==> src/rtl/pq_sched_if.sv <==
// Scheduler-side bundle: queue status, weights and flow control in; grant and status out.
// The bench drives through the master modport and the scheduler uses the slave modport.
interface pq_sched_if #(
    parameter int num_of_priority = 8,
    parameter int priority_width  = 3,
    parameter int weight_width    = 4
);
    logic                                    sp0_wrr1;
    logic [num_of_priority*weight_width-1:0] wrr_weights;
    logic                                    weight_load;
    logic [num_of_priority-1:0]              q_nonempty;
    logic                                    out_ready;
    logic                                    rd_eop;
    logic [num_of_priority-1:0]              grant;
    logic [priority_width-1:0]               grant_id;
    logic                                    grant_vld;
    logic                                    busy;

    modport master (
        output sp0_wrr1, wrr_weights, weight_load, q_nonempty, out_ready, rd_eop,
        input  grant, grant_id, grant_vld, busy
    );

    modport slave (
        input  sp0_wrr1, wrr_weights, weight_load, q_nonempty, out_ready, rd_eop,
        output grant, grant_id, grant_vld, busy
    );
endinterface

==> src/rtl/pq_scheduler.sv <==
// Per-output-port packet scheduler. It uses strict priority or packet-count WRR
// across the priority queues, and it holds each grant until the downstream signals end-of-packet.
module pq_scheduler #(
    parameter int num_of_priority = 8,
    parameter int priority_width  = 3,
    parameter int weight_width    = 4
) (
    input  logic       clk,
    input  logic       rst,
    pq_sched_if.slave  bus
);
    typedef enum logic {IDLE, XFER} state_t;

    state_t                    state_q, state_d;
    logic [num_of_priority-1:0] grant_q, grant_d;
    logic [priority_width-1:0]  grant_id_q, grant_id_d;
    logic                       vld_q, vld_d;
    logic                       mode_q, mode_d;
    logic                       load_pend_q, load_pend_d;
    logic [priority_width-1:0]  rr_ptr_q, rr_ptr_d;
    logic [weight_width-1:0]    credit_q [num_of_priority];
    logic [weight_width-1:0]    credit_d [num_of_priority];
    logic [weight_width-1:0]    reload_val [num_of_priority];
    logic [num_of_priority-1:0] eligible;

    genvar gi;
    generate
        for (gi = 0; gi < num_of_priority; gi++) begin : g_q
            logic [weight_width-1:0] w;
            assign w              = bus.wrr_weights[gi*weight_width +: weight_width];
            assign reload_val[gi] = (w == '0) ? {{(weight_width-1){1'b0}}, 1'b1} : w;
            assign eligible[gi]   = bus.q_nonempty[gi] && (credit_q[gi] != '0);
        end
    endgenerate

    logic [priority_width-1:0] sp_id, wrr_id, idx, sel;
    logic                      wrr_found, take;
    logic [weight_width-1:0]   dec;

    // Both scans run from the far end so that the nearest candidate is the last one written.
    // The rotating index wraps by truncation, so num_of_priority must be a power of two.
    always_comb begin
        sp_id     = '0;
        wrr_id    = '0;
        wrr_found = 1'b0;
        idx       = '0;
        for (int i = num_of_priority - 1; i >= 0; i--) begin
            if (bus.q_nonempty[i]) sp_id = i[priority_width-1:0];
        end
        for (int k = num_of_priority - 1; k >= 0; k--) begin
            idx = rr_ptr_q + k[priority_width-1:0];
            if (eligible[idx]) begin
                wrr_found = 1'b1;
                wrr_id    = idx;
            end
        end
    end

    always_comb begin
        state_d     = state_q;
        grant_d     = grant_q;
        grant_id_d  = grant_id_q;
        vld_d       = vld_q;
        mode_d      = mode_q;
        load_pend_d = load_pend_q;
        rr_ptr_d    = rr_ptr_q;
        credit_d    = credit_q;
        sel         = '0;
        take        = 1'b0;
        dec         = '0;
        case (state_q)
            IDLE: begin
                if (load_pend_q || bus.weight_load) begin
                    credit_d    = reload_val;
                    load_pend_d = 1'b0;
                end else if (bus.out_ready && (bus.q_nonempty != '0)) begin
                    if (!bus.sp0_wrr1) begin
                        sel  = sp_id;
                        take = 1'b1;
                    end else if (wrr_found) begin
                        sel  = wrr_id;
                        take = 1'b1;
                    end else begin
                        credit_d = reload_val;
                    end
                end
                if (take) begin
                    grant_d      = '0;
                    grant_d[sel] = 1'b1;
                    grant_id_d   = sel;
                    vld_d        = 1'b1;
                    mode_d       = bus.sp0_wrr1;
                    state_d      = XFER;
                end
            end
            XFER: begin
                if (bus.weight_load) load_pend_d = 1'b1;
                if (bus.rd_eop) begin
                    grant_d = '0;
                    vld_d   = 1'b0;
                    state_d = IDLE;
                    if (mode_q) begin
                        dec = (credit_q[grant_id_q] != '0) ? credit_q[grant_id_q] - 1'b1 : '0;
                        credit_d[grant_id_q] = dec;
                        // A queue that still has credit keeps the pointer and continues its burst.
                        rr_ptr_d = (dec == '0) ? grant_id_q + 1'b1 : grant_id_q;
                    end
                end
            end
            default: state_d = IDLE;
        endcase
    end

    always_ff @(posedge clk or posedge rst) begin
        if (rst) begin
            state_q     <= IDLE;
            grant_q     <= '0;
            grant_id_q  <= '0;
            vld_q       <= 1'b0;
            mode_q      <= 1'b0;
            load_pend_q <= 1'b0;
            rr_ptr_q    <= '0;
            for (int i = 0; i < num_of_priority; i++) credit_q[i] <= '0;
        end else begin
            state_q     <= state_d;
            grant_q     <= grant_d;
            grant_id_q  <= grant_id_d;
            vld_q       <= vld_d;
            mode_q      <= mode_d;
            load_pend_q <= load_pend_d;
            rr_ptr_q    <= rr_ptr_d;
            credit_q    <= credit_d;
        end
    end

    assign bus.grant     = grant_q;
    assign bus.grant_id  = grant_id_q;
    assign bus.grant_vld = vld_q;
    assign bus.busy      = (state_q == XFER);
endmodule

==> src/flat_wrapper.sv <==
// flat-port wrapper written by rule: the top's interface ports become plain ports
module pq_scheduler_flat 
#(
    parameter int num_of_priority = 8,
    parameter int priority_width  = 3,
    parameter int weight_width    = 4
)
  (clk, rst, bus_sp0_wrr1, bus_wrr_weights, bus_weight_load, bus_q_nonempty, bus_out_ready, bus_rd_eop, bus_grant, bus_grant_id, bus_grant_vld, bus_busy);
  pq_sched_if #(.num_of_priority(num_of_priority), .priority_width(priority_width), .weight_width(weight_width)) bus_i ();
  input  logic clk;
  input  logic rst;
  input wire logic [$bits(bus_i.sp0_wrr1)-1:0] bus_sp0_wrr1;
  input wire logic [$bits(bus_i.wrr_weights)-1:0] bus_wrr_weights;
  input wire logic [$bits(bus_i.weight_load)-1:0] bus_weight_load;
  input wire logic [$bits(bus_i.q_nonempty)-1:0] bus_q_nonempty;
  input wire logic [$bits(bus_i.out_ready)-1:0] bus_out_ready;
  input wire logic [$bits(bus_i.rd_eop)-1:0] bus_rd_eop;
  output wire logic [$bits(bus_i.grant)-1:0] bus_grant;
  output wire logic [$bits(bus_i.grant_id)-1:0] bus_grant_id;
  output wire logic [$bits(bus_i.grant_vld)-1:0] bus_grant_vld;
  output wire logic [$bits(bus_i.busy)-1:0] bus_busy;
  assign bus_i.sp0_wrr1 = bus_sp0_wrr1;
  assign bus_i.wrr_weights = bus_wrr_weights;
  assign bus_i.weight_load = bus_weight_load;
  assign bus_i.q_nonempty = bus_q_nonempty;
  assign bus_i.out_ready = bus_out_ready;
  assign bus_i.rd_eop = bus_rd_eop;
  assign bus_grant = bus_i.grant;
  assign bus_grant_id = bus_i.grant_id;
  assign bus_grant_vld = bus_i.grant_vld;
  assign bus_busy = bus_i.busy;
  pq_scheduler #(.num_of_priority(num_of_priority), .priority_width(priority_width), .weight_width(weight_width)) u_core (.clk(clk), .rst(rst), .bus(bus_i));
endmodule
==> config.mk <==
export PLATFORM = sky130hd
export DESIGN_NAME = pq_scheduler_flat
export DESIGN_NICKNAME = d
export VERILOG_FILES = /design/src/rtl/pq_sched_if.sv /design/src/rtl/pq_scheduler.sv /design/src/flat_wrapper.sv
export SDC_FILE = /design/constraint.sdc
export NUM_CORES = 1
export LEC_CHECK = 0
export CAP_MARGIN = 20
export CORE_MARGIN = 1
export CORE_UTILIZATION = 50
export CTS_CLUSTER_DIAMETER = 120
export DETAILED_ROUTE_END_ITERATION = 12
export PLACE_DENSITY = 0.73
export SETUP_SLACK_MARGIN = 0.5
export SKIP_CTS_REPAIR_TIMING = 1
export SLEW_MARGIN = 0
export SYNTH_ARGS = -nofsm -noshare
export SYNTH_HDL_FRONTEND = slang
export SYNTH_SLANG_ARGS = --single-unit
==> constraint.sdc <==
create_clock -name clk -period 4.55 [get_ports clk]
set_clock_uncertainty 0.05 [all_clocks]
set_input_delay 0.91 -clock clk [delete_from_list [all_inputs] [get_ports clk]]
set_output_delay 0.91 -clock clk [all_outputs]
set_load 0.01 [all_outputs]
* Word-level counts from Yosys, hierarchy flattened
Index checks and enable logic that the tools add are counted.
Widths: inputs -> output; s select.
** Operators by class
- Add/subtract/negate cells :: 9
- Magnitude comparators :: 12
- Equality and inequality tests :: 8
- Multiplexer cells :: 87
- Bitwise operators :: 2
- Reductions and logical operators :: 36
** Operators by type and width (number)
- $mux 32 :: 6
- $mux 3 :: 22
- $pmux 32 s2 :: 1
- $mux 4 :: 12
- $logic_not 4->1 :: 9
- $lt 3x4->1 const B :: 9
- $reduce_bool 4->1 :: 9
- $bwmux 32 :: 1
- $mux 1 :: 28
- $bmux 1 s3 :: 8
- $mux 8 :: 2
- $pmux 8 s2 :: 1
- $add 3x3->3 const B :: 4
- $bmux 4 s3 :: 1
- $demux 4 s3 :: 1
- $logic_and 1x1->1 :: 11
- $ne 2x2->1 const B :: 4
- $reduce_bool 8->1 :: 1
- $add 3x1->3 const B :: 2
- $add 3x2->3 const B :: 2
- $pmux 1 s2 :: 3
- $reduce_and 2->1 :: 3
- $reduce_and 5->1 :: 1
- $ge 4x4->1 const B :: 1
- 12 further kinds :: 12
** Storage, ports and cells
- Register bits after elaboration :: 50
- Input port bits :: 46
- Output and inout bits :: 13
- Word-level logic and storage cells :: 169

* Longest topological paths before layout
Gate-level depths: netlist of run 1.
- Depth in word-level cells :: 23
- Gate-level depth with buffers :: 13
- Mapped depth without buffers :: 10

* Least setup slack after synthesis of run 1
No wires, ideal clock.
- Path kind :: reg-to-reg
- Start point :: reg u_core.rr_ptr_q[0]
- End point :: reg u_core.credit_q[31] (netlist bit)
- Library setup time :: 0.123 ns
- Data arrival time :: 3.370 ns
- Required time :: 4.377 ns
- Setup slack :: 1.008 ns
- Cell stages (with the launch flop) :: 13
- Path buffers :: 3
- Cells stage by stage :: dfrtp_1 > inv_1 > buf_1 > ha_1 > clkinv_1 > mux4_2 > nor2_1 > o2111ai_1 > o41a_1 > or2_1 > clkbuf_1 > buf_2 > o221a_2
** On the way
- Cells in the longest elaborated chain, start to end :: 13
- Elaborated cells on any way between the ends :: 33
** RTL lines
- from (decl) :: RTL line pq_scheduler.sv:20 : logic [priority_width-1:0] rr_ptr_q, rr_ptr_d;
- from (signal assigned) :: RTL line pq_scheduler.sv:131 : rr_ptr_q <= rr_ptr_d;
- $add 3x3->3 :: RTL line pq_scheduler.sv:51 : idx = rr_ptr_q + k[priority_width-1:0];
- $bmux 1 s3 :: RTL line pq_scheduler.sv:52 : if (eligible[idx]) begin
- $mux 1 (implied by the code) :: RTL line pq_scheduler.sv:52
- $mux 1 (7 in series) :: RTL line pq_scheduler.sv:52
- $mux 1 (*) :: RTL line pq_scheduler.sv:52
- $ne 3x3->1 (no line) (*)
- $reduce_and 5->1 (no line) (*)
- to (signal assigned) :: RTL line pq_scheduler.sv:132 : credit_q <= credit_d;
- to (decl) :: RTL line pq_scheduler.sv:21 : logic [weight_width-1:0] credit_q [num_of_priority];
Every way passes the cells marked *; elsewhere a longest branch is shown, timed or not. The select of a mux whose other input is x is not followed.
A chain may end at the register's enable or synchronous reset.

* Worst setup path after layout of run 1
- Start point :: in bus_q_nonempty[1]
- End point :: reg u_core.grant_q[6] (netlist: u_core.bus.grant[6])
** On the way
- Cells in the longest elaborated chain, start to end :: 22
- Elaborated cells on any way between the ends :: 56
** RTL lines
- from (decl) :: RTL line flat_wrapper.sv:15 : input wire logic [$bits(bus_i.q_nonempty)-1:0] bus_q_nonempty;
- $logic_and 1x1->1 :: RTL line pq_scheduler.sv:32 : assign eligible[gi] = bus.q_nonempty[gi] && (credit_q[gi] != '0);
- $bmux 1 s3 :: RTL line pq_scheduler.sv:52
- $mux 1 (implied by the code) :: RTL line pq_scheduler.sv:52
- $mux 3 or $mux 1 (tied branches) (8 in series) :: RTL line pq_scheduler.sv:52
- $mux 3 :: RTL line pq_scheduler.sv:80 : end else if (wrr_found) begin
- $mux 3 :: RTL line pq_scheduler.sv:77 : if (!bus.sp0_wrr1) begin
- $mux 3 :: RTL line pq_scheduler.sv:76 : end else if (bus.out_ready && (bus.q_nonempty != '0)) begin
- $mux 3 :: RTL line pq_scheduler.sv:73 : if (load_pend_q || bus.weight_load) begin
- $mux 3 :: RTL line pq_scheduler.sv:71 : case (state_q)
- $lt 3x4->1 (implied by the code) or $ge 3x1->1 (tied branches) :: RTL line pq_scheduler.sv:89 : grant_d[sel] = 1'b1;
- $logic_and 1x1->1 (implied by the code) :: RTL line pq_scheduler.sv:89
- $mux 1 (implied by the code) :: RTL line pq_scheduler.sv:89
- $demux 1 s3
- $mux 8 :: RTL line pq_scheduler.sv:87 : if (take) begin
- $pmux 8 s2 :: RTL line pq_scheduler.sv:71
- to (signal assigned) :: RTL line pq_scheduler.sv:126 : grant_q <= grant_d;
- to (decl) :: RTL line pq_scheduler.sv:15 : logic [num_of_priority-1:0] grant_q, grant_d;
Several ways; a longest one is shown, not always the timed one. The select of a mux whose other input is x is not followed.

==> metrics.yaml, run 1 <==
outcome:
  status: "finished clean"
detailed_routing:
  vias_per_cell: 6.95
  wl_per_cell_um: 22.3
  wirelength_um: 15600
  drt-pass1-iter-count: 5
  drcViolationCount: 0
  vias: 4840
  drt_iter0_markers: 458
  drt.antenna.violating_nets: 0
floorplanning:
  rows: 34
  num_io_pins: 59
  core_mm2: 0.00868
  dieArea_mm2: 0.00933
  dieHeight_um: 96.6
  initial_core_util: 0.516
  fp.dieW_um: 96.6
pwr:
  power.leakage_nw: 2.02
  switchingPower_mw: 1.61
  power_density_mw_per_mm2: 607
  seqPwrFrac: 0.264
  p_int_mw: 1.64
  peakVddDrop_uv: 294
  combPwrFrac: 0.638
  power_frac_clock: 0.098
  netSwitchingFraction: 0.496
  power_mw: 3.25
clock_tree:
  clock_path_buffers: 2
  htreeDepth: 2
  cts_tree: "built"
  cts-root-buf: "clkbuf_8"
  insertion_delay_ns: 0.31
  cts.sinks: 50
  cts_buffers: 5
  clk_pin_slew_ns: 0.10
sta:
  hold_violations: 0
  period_needed_ns: 3.85
  worstMarginPinSlew_ns: 1.02
  max_freq_ghz: 0.260
  hold_ws_ns: 0.456
  fin_crit_sh: 0.846
  max_slew_margin: 0.310
  rsz0062_at_grt: "no"
  setup_slack_ns: 0.701
  finalMaxSlewViolations: 0
  setup_viol: 0
  setup_tns_ns: 0
placement:
  dp_slack_ns: 0.295
  place_hpwl_um: 11500
  numPortBuffers: 58
  place_congestion: 1.03
  dpl_cell_area_mm2: 0.00521
synthesis:
  seq_area_frac_synth: 0.280
  netlist_area_mm2: 0.00447
  syn_nets: 584
  synthAdderAreaFrac: 0.00839
  post-synth-top-area-cell: "dfrtp_1"
  synth_top_cell_area_share: 0.280
  ys_warn_count: 0
  synth_top_family_by_area: "compound AO/OA/AOI/OAI gates"
  ys_async_sr_fraction: 1.00
  synth_edf_count: 0
  syn_inst: 535
  synth_compound_area_frac: 0.327
  synth_simple_gate_area_frac: 0.198
  synthXorXnorAreaFrac: 0.00979
  muxShareOfSynthArea: 0.132
  synth_area_leaders: "dfrtp_1 (28%), nor2_1 (6.6%), mux4_2 (6.0%)"
  ys_seq_elements: 50
  synth_ff_type: "dfrtp_1"
  syn_avg_cell_area_um2: 8.36
  synth_cell_types: 69
critical_path:
  criticalPathCategory: "input pin to flop"
  r2r_end: "u_core.credit_q[9]"
  cp_data_arrival_time_ns: 4.01
  ff2ff_path_depth: 8
  crit_path_end_kind: "flop"
  cp_max_fo: 8
  worstSetupStartpointType: "input pin"
  r2r_start: "u_core.credit_q[16]"
  worstPathRequired_ns: 4.71
  reg2reg_slack_ns: 0.78
hold_path:
  min_to: "u_core.bus.grant[0]"
  hold_depth: 1
  hold_path.class: "flop to flop"
  hold_start: "u_core.bus.grant[0]"
grt:
  antenna_found_initial: 0
  grt_max_degree: 51
  grt_pass1_vias: 4210
  grt_usage: 0.339
  grt_first_pass_wirelength_um: 23600
  grt.overflow.total: 0
layout:
  n_fill_cell: 760
  area_growth_syn_to_layout_pct: 19.8
  finalInstanceArea_mm2: 0.00536
  layout.nets: 636
  drive_above_1_share: 0.119
  num_antenna_cells: 0
  final_cell_mix: "nor2_1 (79), clkdlybuf4s50_1 (58), dfrtp_1 (50), nand2_1 (36), a21oi_1 (30)"
  final_common_cell: "nor2_1"
run:
  cap_violations: 0
power by group through the flow:
| stage | logic (mW) | registers [mW] | clock network, mW |
|---|---|---|---|
| floorplan | 1.49 | 0.723 | 0 |
| global placement | 1.99 | 0.843 | 0 |
| detailed placement | 2.00 | 0.850 | 0 |
| CTS | 2.01 | 0.842 | 0.322 |
| global route | 2.22 | 0.870 | 0.335 |
| finish | 2.08 | 0.861 | 0.318 |
layer usage:
| layer | global-route usage | part of all wire | vias up |
|---|---|---|---|
| met4 | 0.137 | 0.037 | 0 |
| li1 | - | - | 2194 |
| met1 | 0.477 | 0.41 | 2292 |
| met2 | 0.525 | 0.46 | 299 |
| met3 | 0.0485 | 0.091 | 55 |
| met5 | 0 | 0 | - |
cell families (layout without fill, tap and decap cells):
group | after synthesis | count (layout)
buf+inv | 50 | 103
simple gates | 192 | 192
mux | 43 | 43
fa+ha+maj | 3 | 3
flops | 50 | 50
compound gates | 192 | 192
xor+xnor | 5 | 5
worst max-delay path by stage:
stage | from | to | slack, ns | depth (start not counted)
after floorplan | u_core.rr_ptr_q[0] | u_core.credit_q[31] | 1.01 | 12
after global placement | bus_q_nonempty[0] | u_core.bus.grant[6] | 0.24 | 9
after detailed placement | bus_q_nonempty[0] | u_core.bus.grant[6] | 0.29 | 9
after CTS | bus_q_nonempty[0] | u_core.bus.grant[6] | 0.61 | 9
after global routing | bus_q_nonempty[1] | u_core.credit_q[9] | 0.53 | 9
final | bus_q_nonempty[1] | u_core.bus.grant[6] | 0.70 | 9
sequential cells by signal, indices dropped and copies added (netlist names):
name and count:
u_core.bus.grant_id 3, u_core.load_pend_q 1, u_core.rr_ptr_q 3, u_core.bus.grant 8, u_core.bus.busy 1, u_core.credit_q 32
u_core.mode_q 1, u_core.bus.grant_vld 1
worst max-delay path, stage by stage:
cell             delay, ns
clkdlybuf4s50_1       0.61
o41a_1                0.39
mux2i_1               0.12
mux4_2                0.55
nand2b_1              0.18
a211o_1               0.29
a311oi_1              0.38
o21bai_1              0.26
o41ai_2               0.31
final cells by class:
| type | count | area (um2) | share of cell area |
|---|---|---|---|
| Clock buffer | 5 | 68.8 | 0.0128 |
| Clock inverter | 3 | 45.0 | 0.00840 |
| Inverter | 12 | 48.8 | 0.00910 |
| Multi-Input combinational cell | 435 | 3030 | 0.565 |
| Sequential cell | 50 | 1250 | 0.233 |
| Tap cell | 108 | 135 | 0.0252 |
| Timing Repair Buffer | 83 | 786 | 0.147 |
synth_stat cells (8+ instances only):
master    count
nand2_1      36
mux2i_1      24
nor3_1       17
o221ai_1     10
nand3_1      23
o41a_1       10
o41ai_1      10
clkbuf_1     27
inv_1        11
dfrtp_1      50
a21oi_1      30
mux4_2       12
a221oi_1     19
a211oi_1      8
nor2_1       79
o21ai_0      28
stage by stage:
step / std cells / utilization
floorplan: 535 / -
global placement: 683 / 0.598
detailed placement: 685 / 0.600
CTS: 693 / 0.613
global route: 696 / 0.618
finish: 696 / 0.618
Power figures use the tool's default switching activity.
==> inputs of run 2 (changes only) <==
--- a/config.mk
+++ b/config.mk
@@ -10,7 +10,7 @@
 export CORE_UTILIZATION = 50
 export CTS_CLUSTER_DIAMETER = 120
 export DETAILED_ROUTE_END_ITERATION = 12
-export PLACE_DENSITY = 0.73
+export PLACE_DENSITY = 0.76
 export SETUP_SLACK_MARGIN = 0.5
 export SKIP_CTS_REPAIR_TIMING = 1
 export SLEW_MARGIN = 0
==> constraint.sdc (replaced) <==
create_clock -name clk -period 3.5 [get_ports clk]
set_clock_uncertainty 0.05 [all_clocks]
set_input_delay 0.7 -clock clk [delete_from_list [all_inputs] [get_ports clk]]
set_output_delay 0.7 -clock clk [all_outputs]
set_load 0.01 [all_outputs]
==> run 2 against run 1 <==
  * Via count grew 15%
  * Critical path depth grew 1
  * Setup slack lost 0.66 ns
  * Sequential cell count is the same
  * Hold slack gained 0.0095 ns
  * Critical path type is now flop to flop
==> metrics.yaml, run 2 (synthesis results as in run 1) <==
detailed_routing:
  vias_per_cell: 7.06
  drcViolationCount: 0
  drt.antenna.violating_nets: 0
  wirelength_um: 19100
  wl_per_cell_um: 24.2
  drt_iter0_markers: 539
  vias: 5565
  drt-pass1-iter-count: 5
placement:
  place_hpwl_um: 13800
  dp_slack_ns: -0.368
  dpl_cell_area_mm2: 0.00584
  place_congestion: 1.08
  numPortBuffers: 58
  place_inst: 766
clock_tree:
  clock_path_buffers: 2
  clk_pin_slew_ns: 0.10
  cts-root-buf: "clkbuf_8"
  cts.sinks: 50
  insertion_delay_ns: 0.32
  cts_buffers: 5
  cts_tree: "built"
  htreeDepth: 2
critical_path:
  cp-startpoint: "u_core.credit_q[3]"
  path_depth: 10
  cp_data_arrival_time_ns: 3.61
  endpoint: "u_core.credit_q[5]"
  r2r_end: "u_core.credit_q[5]"
  r2r_start: "u_core.credit_q[3]"
  critPathSlowestCell: "mux4_2"
  path_cells: "buf_6, o41a_1, mux4_2, or2_1, o211a_4, o41a_1, or2_4, buf_6, and2_4, o22a_1"
  path_buf_inv: 2
  crit_path_end_kind: "flop"
  slowest_delay_ns: 0.54
  cp_max_fo: 7
  critPathTopFamily: "compound AO/OA/AOI/OAI gates"
  worstPathRequired_ns: 3.65
  criticalPathCategory: "flop to flop"
  worstSetupStartpointType: "flop"
  ff2ff_path_depth: 10
  reg2reg_slack_ns: 0.04
hold_path:
  hold_start: "u_core.mode_q"
  hold_path.class: "flop to flop"
grt:
  grt_max_degree: 47
  grt_pass1_vias: 4859
  grt_usage: 0.391
  grt_first_pass_wirelength_um: 26600
  antenna_found_initial: 0
  grt.overflow.total: 0
pwr:
  power_density_mw_per_mm2: 843
  power.leakage_nw: 2.66
  power_mw: 5.52
  peakVddDrop_uv: 423
layout:
  seqCellArea_mm2: 0.00125
  finalInstanceArea_mm2: 0.00655
  multi_input_area_mm2: 0.00341
  final_common_cell: "buf_4"
  finalNonFillerCells: 788
  num_antenna_cells: 0
  largest_reg_flops: 32
  final_cell_mix: "buf_4 (104), nor2_1 (73), clkdlybuf4s50_1 (51), dfrtp_1 (50), nand2_1 (36)"
  layout.nets: 728
  drive_above_1_share: 0.310
  area_growth_syn_to_layout_pct: 46.4
  n_fill_cell: 618
  regMostFlops: "u_core.credit_q"
floorplanning:
  initial_core_util: 0.516
  fp.dieW_um: 96.6
  core_mm2: 0.00868
  num_io_pins: 59
  dieHeight_um: 96.6
  dieArea_mm2: 0.00933
  rows: 34
sta:
  hold_violations: 0
  max_slew_margin: 0.492
  setup_viol: 0
  max_freq_ghz: 0.289
  fin_crit_sh: 0.989
  rsz0062_at_grt: "yes"
  finalMaxSlewViolations: 0
  setup_tns_ns: 0
  worstMarginPinSlew_ns: 0.756
  period_needed_ns: 3.46
  setup_slack_ns: 0.0392
run:
  cap_violations: 0
outcome:
  status: "finished clean"
==> run 2: cell count changes in the layout (fill, tap and decap cells not counted), moves of 5 or more <==
cell             before  now
o41ai_1               9    2
clkdlybuf4s50_1      58   51
a221oi_1             19   13
nor2_1               79   73
buf_4                20  104
a221oi_2              0    6
buf_6                 0    8
dlymetal6s2s_1        0    7
o21ai_0              27   22
==> run 2: power by group <==
group / total, mW / internal, mW / switching (mW)
combinational: 3.99 / 1.81 / 2.18
sequential: 1.01 / 0.756 / 0.258
clock: 0.516 / 0.305 / 0.211
==> run 2: cell type report <==
type | instances | area share
tap | 108 | 0.0206
timing repair buffer | 175 | 0.239
clock inverter | 2 | 0.00917
sequential | 50 | 0.191
inverter | 12 | 0.00764
clock buffer | 6 | 0.0126
multi-input combinational | 435 | 0.520
==> run 2: worst min-delay path by stage <==
| stage | cells past startpoint | endpoint | slack (ns) |
|---|---|---|---|
| after floorplan | 2 | u_core.load_pend_q | 0.41 |
| after global placement | 2 | u_core.mode_q | 0.43 |
| after detailed placement | 2 | u_core.mode_q | 0.45 |
| after CTS | 2 | u_core.mode_q | 0.47 |
| after global routing | 1 | u_core.bus.grant[1] | 0.50 |
| final | 2 | u_core.mode_q | 0.47 |
==> run 2: metal layers <==
metal | GRT usage | share of wire | vias up
li1 | - | - | 2395
met1 | 0.515 | 0.38 | 2632
met2 | 0.633 | 0.46 | 424
met3 | 0.0681 | 0.10 | 114
met4 | 0.162 | 0.058 | 0
met5 | 0 | 0 | -
==> run 2: through the flow <==
stage | util | hold WS (ns)
floorplan | - | 0.408
global placement | 0.672 | 0.430
detailed placement | 0.673 | 0.448
CTS | 0.689 | 0.470
global route | 0.755 | 0.503
finish | 0.755 | 0.466
==> run 2: tightest hold or removal path: cells and delay by family, from the launching register on <==
family / cells / cell delay, ns
compound gates: 1 / 0.06
flops: 1 / 0.38
simple gates: 1 / 0.05
